### src/rtl/imsic_req_arbiter.sv
// Round-robin arbiter sharing one IMSIC register-access port among NrHarts harts.
// Optional macro IMSIC_ARB_MPRIO_EN: M-mode requesters win over lower privilege levels.
module imsic_req_arbiter #(
    parameter int unsigned NrHarts    = 2,
    parameter int unsigned VgeinW     = 3,
    parameter int unsigned AddrW      = 32,
    parameter int unsigned DataW      = 32,
    parameter int unsigned RspLatency = 1
) (
    input  logic                      clk_i,
    input  logic                      rst_ni,
    input  logic [NrHarts-1:0]        hart_req_valid_i,
    output logic [NrHarts-1:0]        hart_req_ready_o,
    input  logic [NrHarts*2-1:0]      hart_priv_lvl_i,
    input  logic [NrHarts*VgeinW-1:0] hart_vgein_i,
    input  logic [NrHarts*AddrW-1:0]  hart_addr_i,
    input  logic [NrHarts*DataW-1:0]  hart_data_i,
    input  logic [NrHarts-1:0]        hart_we_i,
    input  logic [NrHarts-1:0]        hart_claim_i,
    output logic [NrHarts-1:0]        hart_rsp_valid_o,
    output logic [DataW-1:0]          hart_rsp_data_o,
    output logic                      hart_rsp_exception_o,
    output logic                      imsic_valid_o,
    output logic [1:0]                imsic_priv_lvl_o,
    output logic [VgeinW-1:0]         imsic_vgein_o,
    output logic [AddrW-1:0]          imsic_addr_o,
    output logic [DataW-1:0]          imsic_data_o,
    output logic                      imsic_we_o,
    output logic                      imsic_claim_o,
    input  logic [DataW-1:0]          imsic_data_i,
    input  logic                      imsic_exception_i
);

    localparam int unsigned IdxW = (NrHarts > 1) ? $clog2(NrHarts) : 1;

    localparam logic [1:0] ST_IDLE  = 2'd0;
    localparam logic [1:0] ST_ISSUE = 2'd1;
    localparam logic [1:0] ST_WAIT  = 2'd2;
    localparam logic [1:0] ST_RESP  = 2'd3;

    localparam logic [3:0] CntLoad = 4'(RspLatency - 1);
    localparam logic [1:0] PrivM   = 2'b11;

    logic [1:0]        state_q;
    logic [IdxW-1:0]   ptr_q;
    logic [IdxW-1:0]   gnt_q;
    logic [3:0]        cnt_q;
    logic [1:0]        priv_q;
    logic [VgeinW-1:0] vgein_q;
    logic [AddrW-1:0]  addr_q;
    logic [DataW-1:0]  data_q;
    logic              we_q;
    logic              claim_q;

    logic [NrHarts-1:0] req_elig;
    logic               pick_found;
    logic [IdxW-1:0]    pick_idx;
    logic [IdxW-1:0]    ptr_nxt;
    logic               accept;
    int unsigned        cand;

    logic [1:0]        sel_priv;
    logic [VgeinW-1:0] sel_vgein;
    logic [AddrW-1:0]  sel_addr;
    logic [DataW-1:0]  sel_data;
    logic              sel_we;
    logic              sel_claim;

`ifdef IMSIC_ARB_MPRIO_EN
    logic [NrHarts-1:0] m_req;

    // Any valid M-mode requester narrows the round-robin candidate set to M requesters.
    always_comb begin
        m_req = '0;
        for (int unsigned h = 0; h < NrHarts; h++) begin
            m_req[h] = hart_req_valid_i[h] && (hart_priv_lvl_i[2*h +: 2] == PrivM);
        end
        req_elig = (|m_req) ? m_req : hart_req_valid_i;
    end
`else
    assign req_elig = hart_req_valid_i;
`endif

    // First eligible hart at or after the pointer, wrapping modulo NrHarts.
    always_comb begin
        // NOTE: every always_comb output gets a default before any branch so no latch is inferred.
        pick_found = 1'b0;
        pick_idx   = '0;
        cand       = 0;
        for (int unsigned i = 0; i < NrHarts; i++) begin
            cand = 32'(ptr_q) + i;
            if (cand >= NrHarts) begin
                cand = cand - NrHarts;
            end
            if (!pick_found && req_elig[IdxW'(cand)]) begin
                pick_found = 1'b1;
                pick_idx   = IdxW'(cand);
            end
        end
    end

    assign ptr_nxt = (32'(pick_idx) == NrHarts - 1) ? '0 : pick_idx + 1'b1;

    always_comb begin
        sel_priv  = '0;
        sel_vgein = '0;
        sel_addr  = '0;
        sel_data  = '0;
        sel_we    = 1'b0;
        sel_claim = 1'b0;
        for (int unsigned h = 0; h < NrHarts; h++) begin
            if (IdxW'(h) == pick_idx) begin
                sel_priv  = hart_priv_lvl_i[2*h +: 2];
                sel_vgein = hart_vgein_i[VgeinW*h +: VgeinW];
                sel_addr  = hart_addr_i[AddrW*h +: AddrW];
                sel_data  = hart_data_i[DataW*h +: DataW];
                sel_we    = hart_we_i[h];
                sel_claim = hart_claim_i[h];
            end
        end
    end

    // Ready is gated by reset so the handshake stays quiet while reset is applied.
    assign accept           = (state_q == ST_IDLE) && pick_found && rst_ni;
    assign hart_req_ready_o = accept ? (NrHarts'(1) << pick_idx) : '0;

    always_ff @(posedge clk_i) begin
        // NOTE: sequential state uses non-blocking assignments so every register samples pre-edge values.
        if (!rst_ni) begin
            state_q <= ST_IDLE;
            ptr_q   <= '0;
            gnt_q   <= '0;
            cnt_q   <= '0;
            // NOTE: latched request fields are reset too, since they drive the shared port directly.
            priv_q  <= '0;
            vgein_q <= '0;
            addr_q  <= '0;
            data_q  <= '0;
            we_q    <= 1'b0;
            claim_q <= 1'b0;
        end else begin
            case (state_q)
                ST_IDLE: begin
                    if (accept) begin
                        gnt_q   <= pick_idx;
                        ptr_q   <= ptr_nxt;
                        priv_q  <= sel_priv;
                        vgein_q <= sel_vgein;
                        addr_q  <= sel_addr;
                        data_q  <= sel_data;
                        we_q    <= sel_we;
                        claim_q <= sel_claim;
                        state_q <= ST_ISSUE;
                    end
                end
                ST_ISSUE: begin
                    cnt_q   <= CntLoad;
                    state_q <= (RspLatency == 1) ? ST_RESP : ST_WAIT;
                end
                ST_WAIT: begin
                    cnt_q <= cnt_q - 4'd1;
                    if (cnt_q == 4'd1) begin
                        state_q <= ST_RESP;
                    end
                end
                ST_RESP: begin
                    state_q <= ST_IDLE;
                end
                default: begin
                    state_q <= ST_IDLE;
                end
            endcase
        end
    end

    assign imsic_valid_o    = (state_q == ST_ISSUE);
    assign imsic_priv_lvl_o = priv_q;
    assign imsic_vgein_o    = vgein_q;
    assign imsic_addr_o     = addr_q;
    assign imsic_data_o     = data_q;
    assign imsic_we_o       = we_q & imsic_valid_o;
    assign imsic_claim_o    = claim_q & imsic_valid_o;

    // Write acks and faulted accesses return zero data so no stale read value leaks out.
    assign hart_rsp_valid_o     = (state_q == ST_RESP) ? (NrHarts'(1) << gnt_q) : '0;
    assign hart_rsp_exception_o = (state_q == ST_RESP) & imsic_exception_i;
    assign hart_rsp_data_o      = ((state_q == ST_RESP) && !we_q && !imsic_exception_i)
                                  ? imsic_data_i : '0;

endmodule

### config.mk
export PLATFORM = sky130hd
export DESIGN_NAME = imsic_req_arbiter
export DESIGN_NICKNAME = d
export VERILOG_FILES = /design/src/rtl/imsic_req_arbiter.sv
export SDC_FILE = /design/constraint.sdc
export NUM_CORES = 1
export LEC_CHECK = 0
export CORE_MARGIN = 4
export CORE_UTILIZATION = 37
export CTS_CLUSTER_SIZE = 10
export DETAILED_ROUTE_END_ITERATION = 8
export MAX_ROUTING_LAYER = met4
export PLACE_DENSITY = 0.84
export SYNTH_ARGS = -nofsm -noshare
export SYNTH_HDL_FRONTEND = slang
export SYNTH_SLANG_ARGS = --single-unit
### constraint.sdc
create_clock -name clk_i -period 3 [get_ports clk_i]
set_input_delay 0.6 -clock clk_i [delete_from_list [all_inputs] [get_ports clk_i]]
set_output_delay 0.6 -clock clk_i [all_outputs]
set_load 0.01 [all_outputs]
==> impl_metrics.yaml <==
outcome:
  run_status: "finished clean"
synth:
  ys_types: 29
  synth-seq-area-share: 0.401
  post_synth_net_total: 609
  ys_seq_elements: 79
  synth_area_leaders: "sky130_fd_sc_hd__dfxtp_1 40%, sky130_fd_sc_hd__a32oi_1 16%, sky130_fd_sc_hd__a21boi_1 14%, sky130_fd_sc_hd__nand3_1 9.1%, sky130_fd_sc_hd__and2_1 6.2%"
  ys_warn_count: 0
  synth_largest_area_cell: "sky130_fd_sc_hd__dfxtp_1"
  synthDominantCellAreaShare: 0.401
  syn_inst: 424
  post_synth_instance_area_mm2: 0.00394
  synthesized_area_divided_by_synthesized_cell_count_um2: 9.30
setup_path:
  max_stage_delay_ps: 570
  crit_end: "hart_rsp_data_o[27]"
  crit_buf_inv: 3
  regToRegEndpoint: "imsic_data_o[20]"
  critPathMaxFanout: 32
  worst_setup_path_start_kind: "primary input"
  timing.critical_path.depth: 5
  critical_path.cell_chain: "clkdlybuf4s50_1 -> nor3b_2 -> buf_6 -> and2_1 -> clkdlybuf4s50_1"
  critical_path.startpoint: "imsic_exception_i"
  ff2ff_path_depth: 6
  timing.setup.critical_path_class: "in -> out"
  endpoint_kind: "primary output"
  worst-r2r-setup-slack_ps: 850
  crit_required_ps: 2400
  worst_path_most_repeated_cell: "sky130_fd_sc_hd__clkdlybuf4s50_1"
  worst-endpoint-arrival_ps: 2210
  cpMaxStageDelayCell: "sky130_fd_sc_hd__clkdlybuf4s50_1"
  reg_to_reg_critical_path_startpoint: "state_q[1]"
  crit_family: "buffers and inverters"
global_routing:
  grt_max_degree: 73
  global_route.usage.total: 0.254
  first_global_vias: 4554
  grt_first_pass_wirelength_um: 25000
  initial_antenna_violation_count: 0
  gr_overflow_total: 0
timing:
  fin_crit_ps: 2810
  max_slew_margin: 0.437
  final-hold-violation-count: 0
  worstMarginPinSlew_ps: 844
  setup-tns-final_ps: 0
  finalSetupViolations: 0
  layout_skew_ps: 10.6
  slew_viol_final: 0
  rsz0062_at_grt: "false"
  fmax_mhz: 356
  fin_crit_sh: 0.935
drt:
  route.detailed.drc: 0
  vias: 4547
  first_iter_violations: 374
  antenna_left: 0
  wl_per_cell_um: 19.6
  drtPass1Iterations: 5
  post_drt_via_cell_ratio: 5.54
  route.final.wire_length_um: 16100
clock_network:
  cts_root_buffer: "sky130_fd_sc_hd__clkbuf_8"
  buffers_from_clock_root_to_sink_at_most: 2
  post-cts-setup-buffer-count: 0
  cts_hold_repair.buffers: 0
  clkSinkCount: 79
  clock_insertion_delay_worst_skew_ps: 350
  cts-buffers-inserted: 9
  path_clk_slew_ps: 70
  tritoncts_clock_tree: "built"
  h-tree-depth: 3
die:
  core_region_area_mm2: 0.0104
  dieWidth_um: 111
  initial_core_utilization: 0.380
  fp-row-count: 37
  floorplan.io_pins: 288
  floorplan.die_area_mm2: 0.0124
  die_height_um: 111
cells_and_area:
  multi_input_area_mm2: 0.00207
  layout-drive-gt1-share: 0.0467
  n_antenna_cell: 0
  syn2layout_area_growth_pct: 77.3
  sequential_cell_area_mm2: 0.00158
  nNetsFinal: 865
  nFillCells: 827
worst_hold_path:
  holdCritPathClass: "reg -> reg"
power_and_ir_drop:
  irDropWorstVdd_mv: 0.698
  leakage_nw: 2.40
  p_per_area_mw_per_mm2: 543
  finalPower_mw: 3.79
place:
  hpwl_um: 11500
  port_buffers: 287
  place_congestion: 0.933
run:
  drv.max_cap_violation_count: 0
## worst min path at each step
stage	cells past startpoint	slack (ps)	startpoint	endpoint
6_report	2	520	state_q[1]	state_q[1]
5_1_grt	2	540	state_q[0]	state_q[0]
4_1_cts	2	520	state_q[0]	state_q[0]
3_5_place_dp	2	510	state_q[0]	state_q[0]
3_3_place_gp	2	480	state_q[0]	state_q[0]
2_1_floorplan	2	470	state_q[1]	state_q[1]
## metal layers
layer	part of all wire	global-route usage
met5	0	-
met4	0.033	0.105
met3	0.065	0.0600
met2	0.50	0.419
met1	0.40	0.299
## cell families (layout without fill, tap and decap cells)
logic type / Yosys count / in the layout / synth area share
flops: 79 / 79 / 0.401
mux: 2 / 2 / 0.00508
buf+inv: 56 / 317 / 0.0790
compound gates: 152 / 152 / 0.315
simple gates: 129 / 129 / 0.181
fa+ha+maj: 6 / 6 / 0.0190
## repair_timing
item,in CTS,in global routing
gates resized for setup,0,1
setup endpoints to repair,0,3
endpoints found under the hold margin,0,0
## stage by stage
stage	cells	utilization	area [um^2]	setup slack, ps	hold WS (ps)
after global routing	821	0.674	6990	38.5	539
after global placement	805	0.653	6770	288	479
final	821	0.674	6990	194	519
after detailed placement	805	0.653	6770	185	509
after CTS	821	0.674	6990	150	517
after floorplan	424	-	3940	1100	468
## cell type report
| cell class | instances | share of cell area |
|---|---|---|
| tap | 136 | 0.0243 |
| clock inverter | 5 | 0.0118 |
| multi-input combinational | 289 | 0.296 |
| timing repair buffer | 296 | 0.421 |
| sequential | 79 | 0.226 |
| inverter | 5 | 0.00269 |
| clock buffer | 11 | 0.0188 |
## Yosys cell counts
cell type,n
sky130_fd_sc_hd__nor3b_1,2
sky130_fd_sc_hd__a21boi_0,2
sky130_fd_sc_hd__buf_6,6
sky130_fd_sc_hd__nand2b_1,4
sky130_fd_sc_hd__and2_1,39
sky130_fd_sc_hd__o211ai_2,1
sky130_fd_sc_hd__nor3_1,1
sky130_fd_sc_hd__inv_1,5
sky130_fd_sc_hd__buf_2,24
sky130_fd_sc_hd__or3b_1,1
sky130_fd_sc_hd__o22ai_1,1
sky130_fd_sc_hd__clkbuf_1,14
sky130_fd_sc_hd__ha_1,6
sky130_fd_sc_hd__a32o_1,1
sky130_fd_sc_hd__nor2b_1,2
sky130_fd_sc_hd__a21boi_1,71
sky130_fd_sc_hd__a22oi_2,1
sky130_fd_sc_hd__and3_1,2
sky130_fd_sc_hd__nand2_1,5
sky130_fd_sc_hd__a31o_2,1
sky130_fd_sc_hd__o21a_1,1
sky130_fd_sc_hd__a32oi_1,71
sky130_fd_sc_hd__a22oi_1,1
sky130_fd_sc_hd__dfxtp_1,79
sky130_fd_sc_hd__mux2i_1,2
sky130_fd_sc_hd__buf_4,7
sky130_fd_sc_hd__nand3_1,72
sky130_fd_sc_hd__o21ai_0,1
sky130_fd_sc_hd__nor3b_2,1
## state kept, by name, indices dropped and copies added (netlist names)
name and count:
imsic_addr_o 32, imsic_data_o 32, cnt_q 4, imsic_vgein_o 3
imsic_priv_lvl_o 2, state_q 2, claim_q 1, gnt_q 1
ptr_q 1, we_q 1
## cell usage in the layout (no fill, tap or decap), types with 3 or more instances in the layout
cell	n
sky130_fd_sc_hd__inv_1	5
sky130_fd_sc_hd__clkdlybuf4s50_1	286
sky130_fd_sc_hd__nand2b_1	3
sky130_fd_sc_hd__nand2_1	4
sky130_fd_sc_hd__a21boi_1	71
sky130_fd_sc_hd__and2_1	39
sky130_fd_sc_hd__buf_4	8
sky130_fd_sc_hd__dfxtp_1	79
sky130_fd_sc_hd__clkbuf_8	9
sky130_fd_sc_hd__a32oi_1	71
sky130_fd_sc_hd__ha_1	6
sky130_fd_sc_hd__nand3_1	72
## worst min-delay path: cells and delay by family, from the launching register on
kind             cells  cell delay, ps
DFF                  1             350
and+or+nand+nor      1              70
muxes                1              60
## power by group
| part | total (mW) | switching (mW) | internal, mW |
|---|---|---|---|
| Combinational | 1.60 | 0.775 | 0.827 |
| Clock | 0.864 | 0.393 | 0.471 |
| Sequential | 1.33 | 0.104 | 1.22 |
| Total | 3.79 | 1.27 | 2.52 |
(Power assumes the default switching activity.)
